--- src/rtl/sum_disp_pkg.sv ---
// Shared types and 7-segment patterns for the adder result display.
// Patterns are active-high, bit order {g,f,e,d,c,b,a}.
package sum_disp_pkg;

   typedef enum logic {
      IDLE = 1'b0,
      CONV = 1'b1
   } state_e;

   typedef logic [3:0] bcd_t;

   localparam int NUM_ITER = 5;

   localparam logic [6:0] SEG_0     = 7'h3F;
   localparam logic [6:0] SEG_1     = 7'h06;
   localparam logic [6:0] SEG_2     = 7'h5B;
   localparam logic [6:0] SEG_3     = 7'h4F;
   localparam logic [6:0] SEG_4     = 7'h66;
   localparam logic [6:0] SEG_5     = 7'h6D;
   localparam logic [6:0] SEG_6     = 7'h7D;
   localparam logic [6:0] SEG_7     = 7'h07;
   localparam logic [6:0] SEG_8     = 7'h7F;
   localparam logic [6:0] SEG_9     = 7'h6F;
   localparam logic [6:0] SEG_BLANK = 7'h00;

endpackage

--- src/rtl/sum_display_ctrl_if.sv ---
// Load handshake between the ripple adder and the display controller.
// The adder side is the master; the display controller is the slave.
interface sum_display_ctrl_if;

   logic [3:0] sum_in;
   logic       co_in;
   logic       load;
   logic       busy;
   logic       done;

   modport master (
      output sum_in,
      output co_in,
      output load,
      input  busy,
      input  done
   );

   modport slave (
      input  sum_in,
      input  co_in,
      input  load,
      output busy,
      output done
   );

endinterface

--- src/rtl/sum_display_ctrl_bcd_to_7seg.sv ---
// BCD digit to active-high 7-segment pattern; non-decimal codes go dark.
// Output polarity is handled by the parent.
module bcd_to_7seg
   import sum_disp_pkg::*;
(
   input  bcd_t       bcd_i,
   output logic [6:0] seg_o
);

   always_comb begin
      seg_o = SEG_BLANK;
      case (bcd_i)
         4'd0:    seg_o = SEG_0;
         4'd1:    seg_o = SEG_1;
         4'd2:    seg_o = SEG_2;
         4'd3:    seg_o = SEG_3;
         4'd4:    seg_o = SEG_4;
         4'd5:    seg_o = SEG_5;
         4'd6:    seg_o = SEG_6;
         4'd7:    seg_o = SEG_7;
         4'd8:    seg_o = SEG_8;
         4'd9:    seg_o = SEG_9;
         default: seg_o = SEG_BLANK;
      endcase
   end

endmodule

--- src/rtl/sum_display_ctrl.sv ---
// Captures the 5-bit adder result, converts it to BCD by shift-add-3,
// and scans two multiplexed 7-segment digits with leading-zero blanking.
module sum_display_ctrl
   import sum_disp_pkg::*;
#(
   parameter int REFRESH_DIV = 50000,
   parameter int SEG_ACT_LOW = 1
) (
   input  logic              clk,
   input  logic              rst,
   sum_display_ctrl_if.slave bus,
   output logic [6:0]        seg,
   output logic [1:0]        an
);

   localparam int CW = (REFRESH_DIV > 2) ? $clog2(REFRESH_DIV) : 1;
   localparam logic [CW-1:0] REF_LAST = CW'(REFRESH_DIV - 1);
   localparam logic [2:0] LAST_ITER = 3'(NUM_ITER - 1);

   state_e          state_q, state_d;
   logic [4:0]      bin_q, bin_d;
   bcd_t            tens_q, tens_d;
   bcd_t            units_q, units_d;
   logic [2:0]      iter_q, iter_d;
   bcd_t            dtens_q, dtens_d;
   bcd_t            dunits_q, dunits_d;
   logic            done_q, done_d;
   logic [CW-1:0]   ref_q, ref_d;
   logic            scan_q, scan_d;
   logic            off_q;

   bcd_t            adj_t, adj_u;
   logic [12:0]     shv;
   bcd_t            digit;
   logic [6:0]      pat;
   logic [6:0]      seg_raw;
   logic [1:0]      an_raw;

   // One shift-add-3 step over {tens,units,bin}
   always_comb begin
      adj_t = (tens_q >= 4'd5) ? tens_q + 4'd3 : tens_q;
      adj_u = (units_q >= 4'd5) ? units_q + 4'd3 : units_q;
      shv   = {adj_t, adj_u, bin_q} << 1;
   end

   always_comb begin
      state_d  = state_q;
      bin_d    = bin_q;
      tens_d   = tens_q;
      units_d  = units_q;
      iter_d   = iter_q;
      dtens_d  = dtens_q;
      dunits_d = dunits_q;
      done_d   = 1'b0;
      unique case (state_q)
         IDLE: begin
            if (bus.load) begin
               bin_d   = {bus.co_in, bus.sum_in};
               tens_d  = '0;
               units_d = '0;
               iter_d  = '0;
               state_d = CONV;
            end
         end
         CONV: begin
            tens_d  = shv[12:9];
            units_d = shv[8:5];
            bin_d   = shv[4:0];
            iter_d  = iter_q + 3'd1;
            if (iter_q == LAST_ITER) begin
               dtens_d  = shv[12:9];
               dunits_d = shv[8:5];
               done_d   = 1'b1;
               state_d  = IDLE;
            end
         end
         default: state_d = IDLE;
      endcase
   end

   always_comb begin
      ref_d  = ref_q + 1'b1;
      scan_d = scan_q;
      if (ref_q == REF_LAST) begin
         ref_d  = '0;
         scan_d = ~scan_q;
      end
   end

   always_ff @(posedge clk) begin
      if (rst) begin
         state_q  <= IDLE;
         bin_q    <= '0;
         tens_q   <= '0;
         units_q  <= '0;
         iter_q   <= '0;
         dtens_q  <= '0;
         dunits_q <= '0;
         done_q   <= 1'b0;
         ref_q    <= '0;
         scan_q   <= 1'b0;
         off_q    <= 1'b1;
      end else begin
         state_q  <= state_d;
         bin_q    <= bin_d;
         tens_q   <= tens_d;
         units_q  <= units_d;
         iter_q   <= iter_d;
         dtens_q  <= dtens_d;
         dunits_q <= dunits_d;
         done_q   <= done_d;
         ref_q    <= ref_d;
         scan_q   <= scan_d;
         off_q    <= 1'b0;
      end
   end

   assign bus.busy = (state_q == CONV);
   assign bus.done = done_q;

   assign digit = scan_q ? dtens_q : dunits_q;

   bcd_to_7seg u_dec (
      .bcd_i (digit),
      .seg_o (pat)
   );

   // Display is dark for the cycle that follows a reset edge
   always_comb begin
      seg_raw = pat;
      an_raw  = scan_q ? 2'b10 : 2'b01;
      if (scan_q && (dtens_q == 4'd0)) seg_raw = SEG_BLANK;
      if (off_q) begin
         seg_raw = SEG_BLANK;
         an_raw  = 2'b00;
      end
   end

   assign seg = (SEG_ACT_LOW != 0) ? ~seg_raw : seg_raw;
   assign an  = (SEG_ACT_LOW != 0) ? ~an_raw : an_raw;

endmodule

--- src/flat_wrapper.sv ---
// flat-port wrapper written by rule: the top's interface ports become plain ports
module sum_display_ctrl_flat import sum_disp_pkg::*;
#(
   parameter int REFRESH_DIV = 50000,
   parameter int SEG_ACT_LOW = 1
)
  (clk, rst, seg, an, bus_sum_in, bus_co_in, bus_load, bus_busy, bus_done);
  sum_display_ctrl_if bus_i ();
  input  logic clk;
  input  logic rst;
  output logic [6:0] seg;
  output logic [1:0] an;
  input wire logic [$bits(bus_i.sum_in)-1:0] bus_sum_in;
  input wire logic [$bits(bus_i.co_in)-1:0] bus_co_in;
  input wire logic [$bits(bus_i.load)-1:0] bus_load;
  output wire logic [$bits(bus_i.busy)-1:0] bus_busy;
  output wire logic [$bits(bus_i.done)-1:0] bus_done;
  assign bus_i.sum_in = bus_sum_in;
  assign bus_i.co_in = bus_co_in;
  assign bus_i.load = bus_load;
  assign bus_busy = bus_i.busy;
  assign bus_done = bus_i.done;
  sum_display_ctrl #(.REFRESH_DIV(REFRESH_DIV), .SEG_ACT_LOW(SEG_ACT_LOW)) u_core (.clk(clk), .rst(rst), .bus(bus_i), .seg(seg), .an(an));
endmodule
--- config.mk ---
export PLATFORM = sky130hd
export DESIGN_NAME = sum_display_ctrl_flat
export DESIGN_NICKNAME = d
export VERILOG_FILES = /design/src/rtl/sum_disp_pkg.sv /design/src/rtl/sum_display_ctrl_if.sv /design/src/rtl/sum_display_ctrl_bcd_to_7seg.sv /design/src/rtl/sum_display_ctrl.sv /design/src/flat_wrapper.sv
export SDC_FILE = /design/constraint.sdc
export NUM_CORES = 1
export LEC_CHECK = 0
export ABC_AREA = 1
export CORE_MARGIN = 1
export CORE_UTILIZATION = 48
export DETAILED_ROUTE_END_ITERATION = 16
export PLACE_DENSITY = 0.68
export SYNTH_ARGS = -nofsm -noshare
export SYNTH_HDL_FRONTEND = slang
export SYNTH_SLANG_ARGS = --single-unit
--- constraint.sdc ---
create_clock -name clk -period 4.1 [get_ports clk]
set_input_delay 0.82 -clock clk [delete_from_list [all_inputs] [get_ports clk]]
set_output_delay 0.82 -clock clk [all_outputs]
set_load 0.05 [all_outputs]
======== After elaboration in Yosys (flattened, before gate mapping) ========
Memory sizes are Yosys's and may differ from the RTL's.
Index checks and enable logic that the tools add are counted.
cells by class
  reductions and logical operators ........ 5
  divide/modulo/power cells ............... 0
  eq/ne operators ......................... 3
  muxes and demuxes ....................... 19
  $add $sub $neg .......................... 4
  shifts and indexed selects .............. 0
  bitwise operators ....................... 4
  order comparisons ....................... 2
  multiply operators ...................... 0
operators with widths
  cell                   number
  $add 16x1->16 const B  1
  $eq 16x16->1 const B   1
  $pmux 4 s2             2
  $mux 7                 2
  $mux 4                 3
  $pmux 5 s2             1
  $ge 4x3->1 const B     2
  $not 7->7              1
  $mux 3                 2
  $pmux 3 s2             1
  $mux 5                 1
  $add 4x2->4 const B    1
  $logic_not 4->1        1
  $mux 1                 4
  $mux 2                 2
  $reduce_or 2->1        2
  $add 3x1->3 const B    1
  $add 3x2->3 const B    1
  $eq 3x3->1 const B     1
  $ne 2x2->1 const B     1
  $not 1->1              2
  $not 2->2              1
  $pmux 1 s2             1
  $reduce_and 2->1       1
  $logic_and 1x1->1      1
storage, ports and cells
  bits in read-only memories .............. 112
  word-level logic and storage cells ...... 49
  input port bits ......................... 8
  bits in latches ......................... 0
  flip-flop bits (word level) ............. 44
  memories ................................ 1
  RAM bits ................................ 0
memories
  name              depth  bits a word  rd ports  clocked after Yosys merged registers in  write ports  line                                source
  (name not given)  16     7            1         0                                        0            sum_display_ctrl_bcd_to_7seg.sv:12  case (bcd_i)

======== Logic depth before layout (Yosys ltp) ========
Gate-level depths: netlist (run 1).
  depth after elaboration ................. 5
  gate-level depth with buffers ........... 9
  depth with buffers taken out ............ 8

======== Modules after synthesis ========
From an unflattened synthesis (run 1), not the netlist that was laid out.
second synthesis, totals
  cells, all modules ...................... 338
  area, all modules ....................... 2331.0 um^2
by module, submodules not included
  module            cells each  seq. area each (um^2)  instances  area each (um^2)
  sum_display_ctrl  299         880.8                  1          2120.8
  bcd_to_7seg       39          0.0                    1          210.2

======== Worst setup path after synthesis (run 1) ========
Ideal clock, no wire load.
  kind .................................... register to output
  from .................................... register u_core.scan_q
  to ...................................... output seg[0]
  stages on the path, launching flop included .. 8
  buffers on the path ..................... 1
  arrival time ............................ 1780 ps
  data required time ...................... 3280 ps
  path slack .............................. 1500 ps
  cells stage by stage .................... dfxtp_1 buf_6 o21ai_0 inv_1 ha_1 or2_2 o211ai_1 nand2_1
between the ends
  longest elaborated chain between the ends .. 5
  elaborated cells on any way between the ends .. 6
ends and longest elaborated chain
  what                    line                     source
  from (decl)             sum_display_ctrl.sv:29   logic scan_q, scan_d;
  from (signal assigned)  sum_display_ctrl.sv:113  scan_q <= scan_d;
  $mux 4                  sum_display_ctrl.sv:121  assign digit = scan_q ? dtens_q : dunits_q;
  $mem_v2 16x7            n/a
  $mux 7 *                sum_display_ctrl.sv:132  if (scan_q && (dtens_q == 4'd0)) seg_raw = SEG_BLANK;
  $mux 7 *                sum_display_ctrl.sv:133  if (off_q) begin
  $not 7->7 *             sum_display_ctrl.sv:139  assign seg = (SEG_ACT_LOW != 0) ? ~seg_raw : seg_raw;
  to (decl)               flat_wrapper.sv:11       output logic [6:0] seg;
Every way passes the cells marked *; elsewhere a longest branch is shown, timed or not.

======== Worst setup path in the final report (run 1) ========
Ends and elaborated chain as after synthesis.

==> results of run 1 <==
## power by group
group | leakage [nW] | switching, mW | internal (mW)
Sequential | 0.357 | 0.00640 | 0.437
Clock | 0.0552 | 0.145 | 0.181
Combinational | 0.665 | 0.0467 | 0.0247
## metrics by stage
stage               instances  instance area (um^2)  power [mW]  hold slack (ns)
floorplan                 326                  2310       0.503            0.423
global placement          391                  2510       0.524            0.442
detailed placement        391                  2510       0.525            0.453
CTS                       399                  2620       0.852            0.465
global route              399                  2620       0.877            0.483
finish                    399                  2620       0.840            0.463
## worst min-delay path: stages (launching register included)
cell and delay, ns:
dfxtp_1 0.31, nand2_1 0.05, a21oi_1 0.05
## final timing paths
kind	start	endpoint
min	u_core.bin_q[4]$_SDFFE_PP0P_	u_core.units_q[0]$_SDFFE_PP0P_
max reg2reg	u_core.units_q[0]$_SDFFE_PP0P_	u_core.units_q[1]$_SDFFE_PP0P_
max	u_core.scan_q$_SDFFE_PP0N_	seg[0]
min reg2reg	u_core.bin_q[4]$_SDFFE_PP0P_	u_core.units_q[0]$_SDFFE_PP0P_
## area by class of cell
class                   count  area [um^2]
fillers                   454         1890
multi-input cells         233         1220
flip-flops and latches     44          881
repair buffers             19          188
inverters                  43          161
clock buffers               6         72.6
well taps                  52         65.1
clock inverters             2         35.0
## sequential cells by signal, summed over array words and instances (netlist names)
register and count:
u_core.ref_q 16, u_core.bin_q 5, u_core.dtens_q 4, u_core.dunits_q 4
u_core.tens_q 4, u_core.units_q 4, u_core.iter_q 3, u_core.bus.busy 1
u_core.bus.done 1, u_core.off_q 1, u_core.scan_q 1
## layer usage
metal  share of wire [%]  wire [um]  up-vias
met1                  51       2260      892
met4                 1.1         51        0
li1                    -          -     1094
met3                 4.5        199        5
met5                   0          0        -
met2                  44       1940       40
## kinds of logic after synthesis
group | after synthesis
AOI/OAI and AO/OA | 49
xor gates and xnor gates | 4
adders and majority gates | 12
buffers and inverters | 49
DFF | 44
and+or+nand+nor | 168
## cell usage in the layout (no fill, tap or decap)
cell | synthesis | layout
a211oi_1 | 1 | 1
o211ai_1 | 1 | 1
buf_4 | 0 | 1
ha_1 | 12 | 12
nor2_1 | 29 | 29
o21ai_0 | 13 | 13
inv_2 | 3 | 3
or2_1 | 1 | 1
inv_1 | 40 | 40
a21oi_2 | 1 | 1
dfxtp_1 | 44 | 44
nand3_1 | 28 | 28
a21boi_0 | 1 | 1
or2_0 | 1 | 1
nand2_1 | 82 | 82
o221ai_1 | 3 | 3
a21oi_1 | 23 | 23
xor2_1 | 3 | 3
nor2_4 | 1 | 1
clkbuf_8 | 0 | 5
nand3b_1 | 1 | 1
clkinv_2 | 0 | 1
clkdlybuf4s50_1 | 0 | 18
nand2_2 | 4 | 4
or2_2 | 2 | 2
nand4_1 | 9 | 9
nor2_2 | 4 | 4
o21bai_1 | 2 | 2
clkbuf_1 | 2 | 1
a22o_1 | 1 | 1
nor3_1 | 5 | 5
o21ai_2 | 3 | 3
nand2_4 | 1 | 1
xnor2_1 | 1 | 1
bufinv_16 | 0 | 1
==> out/results.ini, run 1 <==
[synth]
synth_common_cells=nand2_1 (82), dfxtp_1 (44), inv_1 (40), nor2_1 (29), nand3_1 (28)
synth_top_family_by_area=simple AND/OR/NAND/NOR gates
synth.area.mux_share_pct=0
synth_adder_area_share_pct=6.49
synthCells=326
synth.cell_area_mm2=0.00231
synth_cell_types=32
synth.largest_area_cell=dfxtp_1
yosys_register_bits=44
ys_warn_count=0
synth-compound-area-share_pct=12.4
async_flop_share_pct=0
synth_area_leaders=dfxtp_1 (38%), nand2_1 (13%), ha_1 (6.5%), inv_1 (6.5%), nand3_1 (6.1%)
synth_edf_count=0
yosysMostFrequentCell=nand2_1
synthFlopType=dfxtp_1
yosys.area_share.simple_pct=32.1
synthXorXnorAreaFrac_pct=1.51
synth.top_cell.area_share_pct=38.1
ys_seq_area_share_pct=38.1
synthesis.nets=346
avgSynthCellArea_um2=7.10

[clock_tree]
numClockSinks=44
ctsResizeCount=0
ctsLongestPathBuffers=2
cts_hold_buf=0
path_clk_slew_ns=0.08
post-cts-setup-buffers=0
cts-root-buf=clkbuf_8
cts_buffers=5
cts_tree=built
clkLatencyLatePin_ns=0.30
htree_levels=2

[grt]
use_met1_pct=25.0
gr-total-overflow=0
track_usage_pct=19.6
grt_start_max_net_pins=20
first_global_vias=1871
grt_util_met2_pct=32.7
use_met3_pct=5.06
grt.busiest_layer=met2
antenna_found_initial=0
grt_pass1_wl_mm=7.98

[timing]
max_freq_mhz=282
setup_viol=0
fin_crit_sh_pct=86.6
grt_setup_unrepaired=no
timing.setup.tns_ns=0
skew_ns=0.00811
min_period_ns=3.55
finalHoldViolCount=0
slew_headroom_pct=60.5
finalWorstSetupSlack_ns=0.549
tightestPinTransition_ns=0.590
slew_violations=0

[worst_setup_path]
critPathCaptureType=output port
crit_chain=o21ai_0 -> inv_1 -> ha_1 -> or2_2 -> o211ai_1 -> nand2_1 -> clkdlybuf4s50_1
required_ns=3.28
r2r_slack_ns=2.68
worstSetupPathType=reg2out
max_stage_delay_ns=0.70
cp_slowest_cell=clkdlybuf4s50_1
worst-path-buf-inv=2
r2r_cells=8
path_max_fanout=9
cpLargestDelayFamily=buffers and inverters
path_depth=7
arrival_ns=2.73
startpoint_type=flop

[floorplan]
die_y_um=71.4
dieArea_mm2=0.00510
core.rowCount=24
start_util_pct=51.4
coreArea_mm2=0.00450
die_w_um=71.4
ios=19

[routing]
drc=0
vias_per_cell=5.09
dr.first_iter.drc_count=82
wl_mm=4.45
drtAntennaViolNets=0
vias=2031
wl_per_cell_um=11.1
drt-pass1-iter-count=4

[final_layout]
final_util_pct=58.1
final_layout_size_suffix_gt1_share_pct=7.78
area_delta_synth_final_pct=13.1
final_nets=366
diodes=0

[run_status]
status=complete, no violations

[min_path]
hp-class=reg2reg
hold_path_depth=2

[placed_design]
dpl.hpwl_mm=3.19
portBuffers=18
pre_cts_ws_ns=0.875
place_congestion=0.886

[pwr]
peakVddDrop_v=0.000165
p_per_area_mw_per_mm2=321
p_leak_nw=1.08

[run]
drv_cap=0

(Power assumes the default switching activity.)
==> inputs of run 2 (changes only) <==
GPL_TIMING_DRIVEN = 1   (was default)
SLEW_MARGIN = 20   (was default)
==> results of run 2 <==
No change in the layout: final DEF, timing and power equal those of run 1.
